==> src/rtl/iob_cache_write_buffer_iob_pkg.sv <==
// Shared constants for the cache write buffer.
// An entry is packed as {addr, wstrb, wdata}: data at the LSBs, then strobes,
// then the word address. The helpers give the field offsets for a data width.
package iob_cache_write_buffer_iob_pkg;

  localparam int DEPTH_W_DEF = 2;
  localparam int DATA_LSB    = 0;

  function automatic int strb_lsb(input int data_w);
    return data_w;
  endfunction

  function automatic int addr_lsb(input int data_w);
    return data_w + data_w / 8;
  endfunction

endpackage

==> src/rtl/iob_cache_write_buffer_iob_regarray.sv <==
// DEPTH x W register file: one synchronous write port and one asynchronous
// read port, so the FIFO head is visible the cycle after it is written.
// Ports: clk_i, we (write enable), widx/wdata (write port),
//        ridx (read index), rdata (combinational read data).
// Contents are deliberately not reset.
module iob_cache_write_buffer_iob_regarray #(
  parameter int DEPTH_W = 2,
  parameter int W       = 32
) (
  input  logic               clk_i,
  input  logic               we,
  input  logic [DEPTH_W-1:0] widx,
  input  logic [W-1:0]       wdata,
  input  logic [DEPTH_W-1:0] ridx,
  output logic [W-1:0]       rdata
);

  logic [W-1:0] mem [2**DEPTH_W];

  always_ff @(posedge clk_i)
    if (we) mem[widx] <= wdata;

  assign rdata = mem[ridx];

endmodule

==> src/rtl/iob_cache_write_buffer_iob.sv <==
// Write-through FIFO between the cache front end and the back-end write
// channel. Front-end word writes are accepted in one cycle and presented in
// order, show-ahead, on a valid/ready channel.
// Ports: clk_i, reset_i (sync, active high);
//        push_i/addr_i/wstrb_i/wdata_i  - front-end write;
//        full_o/empty_o/level_o         - occupancy (registered-state only);
//        overflow_o                     - sticky dropped-push flag;
//        valid_o/addr_o/wstrb_o/wdata_o/ready_i - write channel head.
module iob_cache_write_buffer_iob
  import iob_cache_write_buffer_iob_pkg::*;
#(
  parameter int ADDR_W  = 32,
  parameter int DATA_W  = 32,
  parameter int DEPTH_W = DEPTH_W_DEF
) (
  input  logic                                clk_i,
  input  logic                                reset_i,
  input  logic                                push_i,
  input  logic [ADDR_W-$clog2(DATA_W/8)-1:0]  addr_i,
  input  logic [DATA_W/8-1:0]                 wstrb_i,
  input  logic [DATA_W-1:0]                   wdata_i,
  output logic                                full_o,
  output logic                                empty_o,
  output logic [DEPTH_W:0]                    level_o,
  output logic                                overflow_o,
  output logic                                valid_o,
  output logic [ADDR_W-$clog2(DATA_W/8)-1:0]  addr_o,
  output logic [DATA_W/8-1:0]                 wstrb_o,
  output logic [DATA_W-1:0]                   wdata_o,
  input  logic                                ready_i
);

  localparam int FE_NBYTES_W = $clog2(DATA_W / 8);
  localparam int AW          = ADDR_W - FE_NBYTES_W;
  localparam int SW          = DATA_W / 8;
  localparam int ENTRY_W     = AW + SW + DATA_W;
  localparam int STRB_LSB    = strb_lsb(DATA_W);
  localparam int ADDR_LSB    = addr_lsb(DATA_W);

  // Extra MSB on each pointer is the wrap bit that separates full from empty.
  logic [DEPTH_W:0]   wr_ptr, rd_ptr;
  logic               pop, push_ok;
  logic [ENTRY_W-1:0] wr_entry, rd_entry;

  assign empty_o = (wr_ptr == rd_ptr);
  assign full_o  = (wr_ptr[DEPTH_W-1:0] == rd_ptr[DEPTH_W-1:0]) &&
                   (wr_ptr[DEPTH_W] != rd_ptr[DEPTH_W]);
  assign level_o = wr_ptr - rd_ptr;
  assign valid_o = ~empty_o;

  // A pop frees the head slot this cycle, so a push while full is accepted
  // only alongside a pop. No bypass: valid_o is 0 when empty, so no pop.
  assign pop     = valid_o & ready_i;
  assign push_ok = push_i & (~full_o | pop);

  always_ff @(posedge clk_i) begin
    if (reset_i) begin
      wr_ptr     <= '0;
      rd_ptr     <= '0;
      overflow_o <= 1'b0;
    end else begin
      if (push_ok) wr_ptr <= wr_ptr + 1'b1;
      if (pop)     rd_ptr <= rd_ptr + 1'b1;
      if (push_i & full_o & ~pop) overflow_o <= 1'b1;
    end
  end

  assign wr_entry = {addr_i, wstrb_i, wdata_i};

  // A push never writes the head slot while it is valid (it only lands on
  // the head slot when full with a pop, i.e. the head is leaving), so the
  // head outputs stay stable during a stalled transfer.
  iob_cache_write_buffer_iob_regarray #(
    .DEPTH_W (DEPTH_W),
    .W       (ENTRY_W)
  ) u_regarray (
    .clk_i (clk_i),
    .we    (push_ok),
    .widx  (wr_ptr[DEPTH_W-1:0]),
    .wdata (wr_entry),
    .ridx  (rd_ptr[DEPTH_W-1:0]),
    .rdata (rd_entry)
  );

  assign wdata_o = rd_entry[DATA_LSB +: DATA_W];
  assign wstrb_o = rd_entry[STRB_LSB +: SW];
  assign addr_o  = rd_entry[ADDR_LSB +: AW];

endmodule

==> config.mk <==
export PLATFORM = sky130hd
export DESIGN_NAME = iob_cache_write_buffer_iob
export DESIGN_NICKNAME = d
export VERILOG_FILES = /design/src/rtl/iob_cache_write_buffer_iob_pkg.sv /design/src/rtl/iob_cache_write_buffer_iob_regarray.sv /design/src/rtl/iob_cache_write_buffer_iob.sv
export SDC_FILE = /design/constraint.sdc
export NUM_CORES = 1
export LEC_CHECK = 0
export CAP_MARGIN = 15
export CORE_MARGIN = 1
export CORE_UTILIZATION = 40
export CTS_CLUSTER_DIAMETER = 200
export DETAILED_ROUTE_END_ITERATION = 16
export PLACE_DENSITY_LB_ADDON = 0.12
export SLEW_MARGIN = 5
export SYNTH_ARGS = -nofsm -noshare
export SYNTH_HDL_FRONTEND = slang
export SYNTH_SLANG_ARGS = --single-unit
==> constraint.sdc <==
create_clock -name clk_i -period 4.6 [get_ports clk_i]
set_clock_uncertainty 0.2 [all_clocks]
set_input_delay 1.38 -clock clk_i [delete_from_list [all_inputs] [get_ports clk_i]]
set_output_delay 1.38 -clock clk_i [all_outputs]
set_load 0.005 [all_outputs]
==> flow_summary.ini, run 1 <==
[grt]
grt_pass1_wl_um = 28600
maximum_number_of_pins_on_one_net_before_global_route_repair = 58
track_usage_pct = 14.8
grt-ovfl-total = 0
antenna_violations_before_repair = 1
first_global_vias = 4928

[routing]
drtPass1Iterations = 4
via_count = 4568
avgViaCountPerCell = 4.98
drc = 0
avgRoutedWirePerCell_um = 20.3
antenna_left = 0
routed_wirelength_um = 18600
drt_first_iter_violations = 256

[setup_path]
startpoint_type = flip-flop
cp_max_fo = 57
worstPathRequired_ps = 3020
top_delay_family_on_crit_path = buffers and inverters
crit_path_max_incr_delay_ps = 610
worst-path-buf-inv = 2
timing.setup.critical_path_class = reg -> out
slowest_stage = mux4_2
crit_path_end_kind = output port
critical_path_arrival_ps = 2570
cells_along_the_critical_path = buf_12, mux4_2, clkdlybuf4s50_1

[place]
number_of_cells_after_detailed_placement = 866
port_buffers = 142
detailed_place_hpwl_um = 11200
final_gp_congestion = 0.764

[synthesis]
synth.cell_area_um2 = 10000
yosysSeqAreaShare_pct = 80.7
ys_ff_latch = 273
ys_warn_count = 0
average_footprint_of_a_synthesized_cell_um2 = 24.9
synthesis.nets = 481
yosysUniqueCellTypes = 30
synthesis.instances = 403

[clock_network]
cts_hold_buf = 0
cts_tree = built
cts_root_buffer = clkbuf_16
insertion_delay_ps = 530
cts.repair.resized = 0
clkSlewWorstSetupHoldPaths_ps = 60
postCtsSetupRepairBufs = 0
htreeDepth = 1
cts_inserted_buffers = 28
cts.path.max_buffers = 3
count_of_clock_tree_sinks = 273

[power]
power_switching_share_pct = 22.0
sequential_fraction_of_design_power_pct = 48.5
power.leakage_nw = 4.10
finalPower_mw = 6.07
p_int_mw = 4.73
power.net_switching_mw = 1.33
combinationalPowerShare_pct = 17.6
irDropWorstVdd_v = 0.000240
power_per_cell_area_nw_per_um2 = 473
clock_power_share_pct = 33.9

[floorplan]
initial_util_pct = 41.1
placeable_core_area_um2 = 24500
die_area_um2 = 25700
die_w_um = 160
io-pin-count = 143
fp-row-count = 57
die_y_um = 160

[sta]
report.final.slew_viol_count = 0
final-hold-violation-count = 0
hold_ws_ps = 273
max_slew.worst_pin.slew_ps = 634
layout_worst_path_cycle_share_pct = 90.2
finalSetupViolCount = 0
rsz0062_at_grt = false
tns_ps = 0
period_needed_ps = 4150
fmaxAchievable_mhz = 241
maxSlewHeadroom_pct = 57.7

[hold_path]
worstHoldPathType = reg -> reg

[status]
outcome = finished, final reports clean

[finish]
post_layout_nonfiller_instances = 917
finalCoreUtilization_pct = 52.4
post_route_cells_drive_above_1_share_pct = 21.5
layout-area-overhead-vs-synth_pct = 27.7
finalNetCount = 650

[job]
timing.max_cap.violations = 0
[worst reg2reg max path, stage by stage (launching register included)]
cell	delay [ps]
dfxtp_1	390
inv_1	110
ha_1	310
nand2_1	230
o31a_1	290
and2_4	600
buf_4	300
[Yosys cell counts, drive strengths merged]
cell type  instances  share of area [%]
fa                 1               0.20
o31a               1              0.087
o31ai              1              0.075
o21ai              1              0.050
o2111ai            1              0.087
buf               12               0.57
mux2               4               0.49
nor4bb             1               0.10
clkbuf             3               0.11
o21a               2               0.15
xor2               1              0.087
o311ai             1              0.087
and2               3               0.19
a211o              1              0.087
nor2               6               0.22
nand2              3               0.11
nor2b              2               0.12
edfxtp           264                 79
o311a              1               0.10
dfxtp              9                1.8
ha                 7               0.87
nor4b              1              0.087
xnor2              2               0.17
mux4              66                 15
mux2i              1               0.10
inv                8               0.30
[path summary, 6_finish.rpt]
| path | start | cells after the start | slack, ps | end |
|---|---|---|---|---|
| max reg2reg | wr_ptr[0] | 6 | 1870 | u_regarray.mem[1][35] |
| min reg2reg | overflow_o | 1 | 270 | overflow_o |
| min | overflow_o | 1 | 270 | overflow_o |
| max | flip-flop | 3 | 450 | addr_o[22] |
[metrics by stage]
step | worst slack (ps) | cell area [µm²]
after floorplan | 795 | 10000
after global placement | 897 | 12000
after detailed placement | 846 | 12000
after CTS | 355 | 12800
after global routing | 277 | 12800
final | 451 | 12800
[placed cells by master (no fill, tap or decap)]
cell type	n
a211o_1	1
and2_4	3
buf_12	5
buf_4	7
bufinv_16	1
clkbuf_1	4
clkbuf_16	29
clkdlybuf4s50_1	142
clkinv_1	6
clkinv_2	9
clkinvlp_4	1
dfxtp_1	7
dfxtp_4	2
diode_2	1
edfxtp_1	264
fa_1	1
ha_1	7
inv_1	8
mux2_1	1
mux2_2	2
mux2_4	1
mux2i_1	1
mux4_2	66
nand2_1	3
nor2_1	6
nor2b_1	2
nor4b_1	1
nor4bb_1	1
o2111ai_1	1
o21a_1	2
o21ai_0	1
o311a_4	1
o311ai_0	1
o31a_1	1
o31ai_1	1
xnor2_1	2
xor2_1	1
[cell families (layout without fill, tap and decap cells)]
group / count (synthesis) / in the layout / share of synthesized area [%]
buffers and inverters: 23 / 212 / 0.984
AND/OR/NAND/NOR: 16 / 16 / 0.835
AO/OA/AOI/OAI: 9 / 9 / 0.723
flip-flops: 273 / 273 / 80.7
XOR/XNOR: 3 / 3 / 0.262
multiplexers: 71 / 71 / 15.4
adder cells (fa/ha/maj): 8 / 8 / 1.07
other: 0 / 1 / 0
[layout make-up]
type | instances | area [µm²]
antenna | 1 | 2.50
clock buffer | 33 | 741
inverter | 8 | 30.0
fill | 1916 | 11600
clock inverter | 17 | 105
timing repair buffer | 154 | 1570
tap | 324 | 405
sequential | 273 | 8120
multi-input combinational | 107 | 1850
[per-layer routing]
| layer | GRT usage [%] | share of wire (%) |
|---|---|---|
| met5 | 0 | 0 |
| met2 | 24.6 | 50 |
| met3 | 2.94 | 5.7 |
| met1 | 19.8 | 43 |
| met4 | 4.33 | 1.9 |
[power by group through the flow]
stage / Clock, mW / Combinational [mW] / Sequential, mW
4_1_cts: 2.12 / 1.11 / 2.95
3_5_place_dp: 0 / 1.10 / 3.00
5_1_grt: 2.21 / 1.15 / 2.96
2_1_floorplan: 0 / 0.528 / 2.96
6_report: 2.06 / 1.07 / 2.94
3_3_place_gp: 0 / 1.10 / 2.99
[registers in the layout, summed over array words and instances (netlist names), named ones only]
name and cells:
wr_ptr 3, u_regarray.mem 264, overflow_o 1, rd_ptr 3
Power figures use the tool's default switching activity.
==> inputs of run 2 (changes only) <==
TNS_END_PERCENT = 50   (was not set)
==> results of run 2 <==
Final layout, timing and power as in run 1 (identical DEF).
==> inputs of run 3 (changes only) <==
CORE_MARGIN = 2   (was 1)
==> run 3 against run 2 <==
Effect of this change:
- wire length up 0.30%
- clock power grew 4%
- global-route usage is 0.46 points lower
- setup slack improved by 170 ps
- non-clock buffer count shrank 2
- clock-buffer cell count up 1
==> flow_summary.ini, run 3 (synthesis results as in run 1) <==
[status]
outcome = finished, final reports clean

[setup_path]
cells_along_the_critical_path = buf_12, mux4_2, clkdlybuf4s50_1
cp.depth = 3
critical_path_arrival_ps = 2400
crit_path_max_incr_delay_ps = 690
timing.reg2reg.setup_slack_ps = 1880
top_delay_family_on_crit_path = buffers and inverters
startpoint_type = flip-flop
crit_path_end_kind = output port
timing.setup.critical_path_class = reg -> out
slowest_stage = dfxtp_4
worstPathRequired_ps = 3020
worst-path-buf-inv = 2
cp_max_fo = 36
rr_worst_depth = 6

[clock_network]
htreeDepth = 1
cts_hold_buf = 0
cts_root_buffer = clkbuf_16
cts_inserted_buffers = 27
cts_tree = built
count_of_clock_tree_sinks = 273
clkSlewWorstSetupHoldPaths_ps = 60
cts.path.max_buffers = 3
postCtsSetupRepairBufs = 0
cts.repair.resized = 0
insertion_delay_ps = 510

[grt]
track_usage_pct = 14.3
maximum_number_of_pins_on_one_net_before_global_route_repair = 37
antenna_violations_before_repair = 1
grt-ovfl-total = 0
first_global_vias = 5004
grt_pass1_wl_um = 28600

[place]
detailed_place_hpwl_um = 11300
number_of_cells_after_detailed_placement = 864
final_gp_congestion = 0.740
post-place-ws_ps = 839
port_buffers = 142

[power]
power.leakage_nw = 4.10
p_int_mw = 4.85
sequential_fraction_of_design_power_pct = 47.5
combinationalPowerShare_pct = 17.8
irDropWorstVdd_v = 0.000254
power.net_switching_mw = 1.32
power_switching_share_pct = 21.4
power_per_cell_area_nw_per_um2 = 480
clock_power_share_pct = 34.7

[finish]
post_layout_nonfiller_instances = 913
mostFrequentLayoutCell = edfxtp_1
layout-area-overhead-vs-synth_pct = 28.1
registers.top_by_ff_count = u_regarray.mem
post_route_cells_drive_above_1_share_pct = 20.7
layout.cells.most_common_list = edfxtp_1 (264), clkdlybuf4s50_1 (142), mux4_2 (66)
reg_top3 = u_regarray.mem (264), rd_ptr (3), wr_ptr (3)
max_ffs_per_register = 264
count_of_inserted_antenna_diode_cells = 0
final.fill_count = 1894
finalNetCount = 647

[floorplan]
die_area_um2 = 26400
die_y_um = 162
placeable_core_area_um2 = 24500
initial_util_pct = 41.1
die_w_um = 162
io-pin-count = 143
fp-row-count = 57

[sta]
max_slew.worst_pin.slew_ps = 554
layout_worst_path_cycle_share_pct = 86.6
report.final.slew_viol_count = 0
finalSetupViolCount = 0
tns_ps = 0
period_needed_ps = 3980
timing.final.ws_setup_ps = 617
final-hold-violation-count = 0
rsz0062_at_grt = false
hold_ws_ps = 277
maxSlewHeadroom_pct = 63.0
fmaxAchievable_mhz = 251

[routing]
drt_first_iter_violations = 289
routed_wirelength_um = 18700
via_count = 4560
antenna_left = 0
drc = 0
avgRoutedWirePerCell_um = 20.4
drtPass1Iterations = 6
avgViaCountPerCell = 4.99

[job]
timing.max_cap.violations = 0

[hold_path]
worstHoldPathType = reg -> reg
hold_path_depth = 1
run 3: cell types whose count changed in the layout (fill, tap and decap cells not counted), sizes merged:
cell	previous run	this run
clkinv	15	11
clkbuf	33	34
clkinvlp	1	0
buf	12	10
bufinv	1	4
diode	1	0
run 3: worst paths after layout:
check             start                    end
max           flip-flop            wdata_o[10]
max reg2reg   wr_ptr[0]  u_regarray.mem[0][22]
min          overflow_o             overflow_o
min reg2reg  overflow_o             overflow_o
run 3: area by class of cell:
cell class / instances / area (µm²) / area share, %
Clock inverter: 15 / 169 / 1.31
Inverter: 8 / 30.0 / 0.234
Sequential cell: 273 / 8120 / 63.1
Tap cell: 324 / 405 / 3.15
Multi-Input combinational cell: 107 / 1850 / 14.4
Clock buffer: 34 / 702 / 5.46
Timing Repair Buffer: 152 / 1580 / 12.3
run 3: layer usage:
layer	vias up	wire length (µm)	global-route usage [%]	part of all wire, %
li1	2050	-	-	-
met1	2375	7920	18.9	42
met2	114	9520	24.8	51
met3	19	970	2.93	5.2
met4	2	250	3.14	1.3
met5	-	12	0	0.064
run 3: power groups by stage:
| stage | combinational (mW) | clock (mW) | sequential [mW] |
|---|---|---|---|
| after global routing | 1.18 | 2.31 | 2.94 |
| after global placement | 1.12 | 0 | 2.98 |
| after CTS | 1.13 | 2.20 | 2.93 |
| after detailed placement | 1.12 | 0 | 2.98 |
| final | 1.10 | 2.14 | 2.93 |
| after floorplan | 0.528 | 0 | 2.96 |
run 3: through the flow:
step	cell area, µm²	utilization, %	total power [mW]
final	12900	52.6	6.17
after global routing	12900	52.6	6.43
after CTS	12900	52.6	6.27
after detailed placement	12000	49.0	4.11
after global placement	12000	49.0	4.10
after floorplan	10000	-	3.49
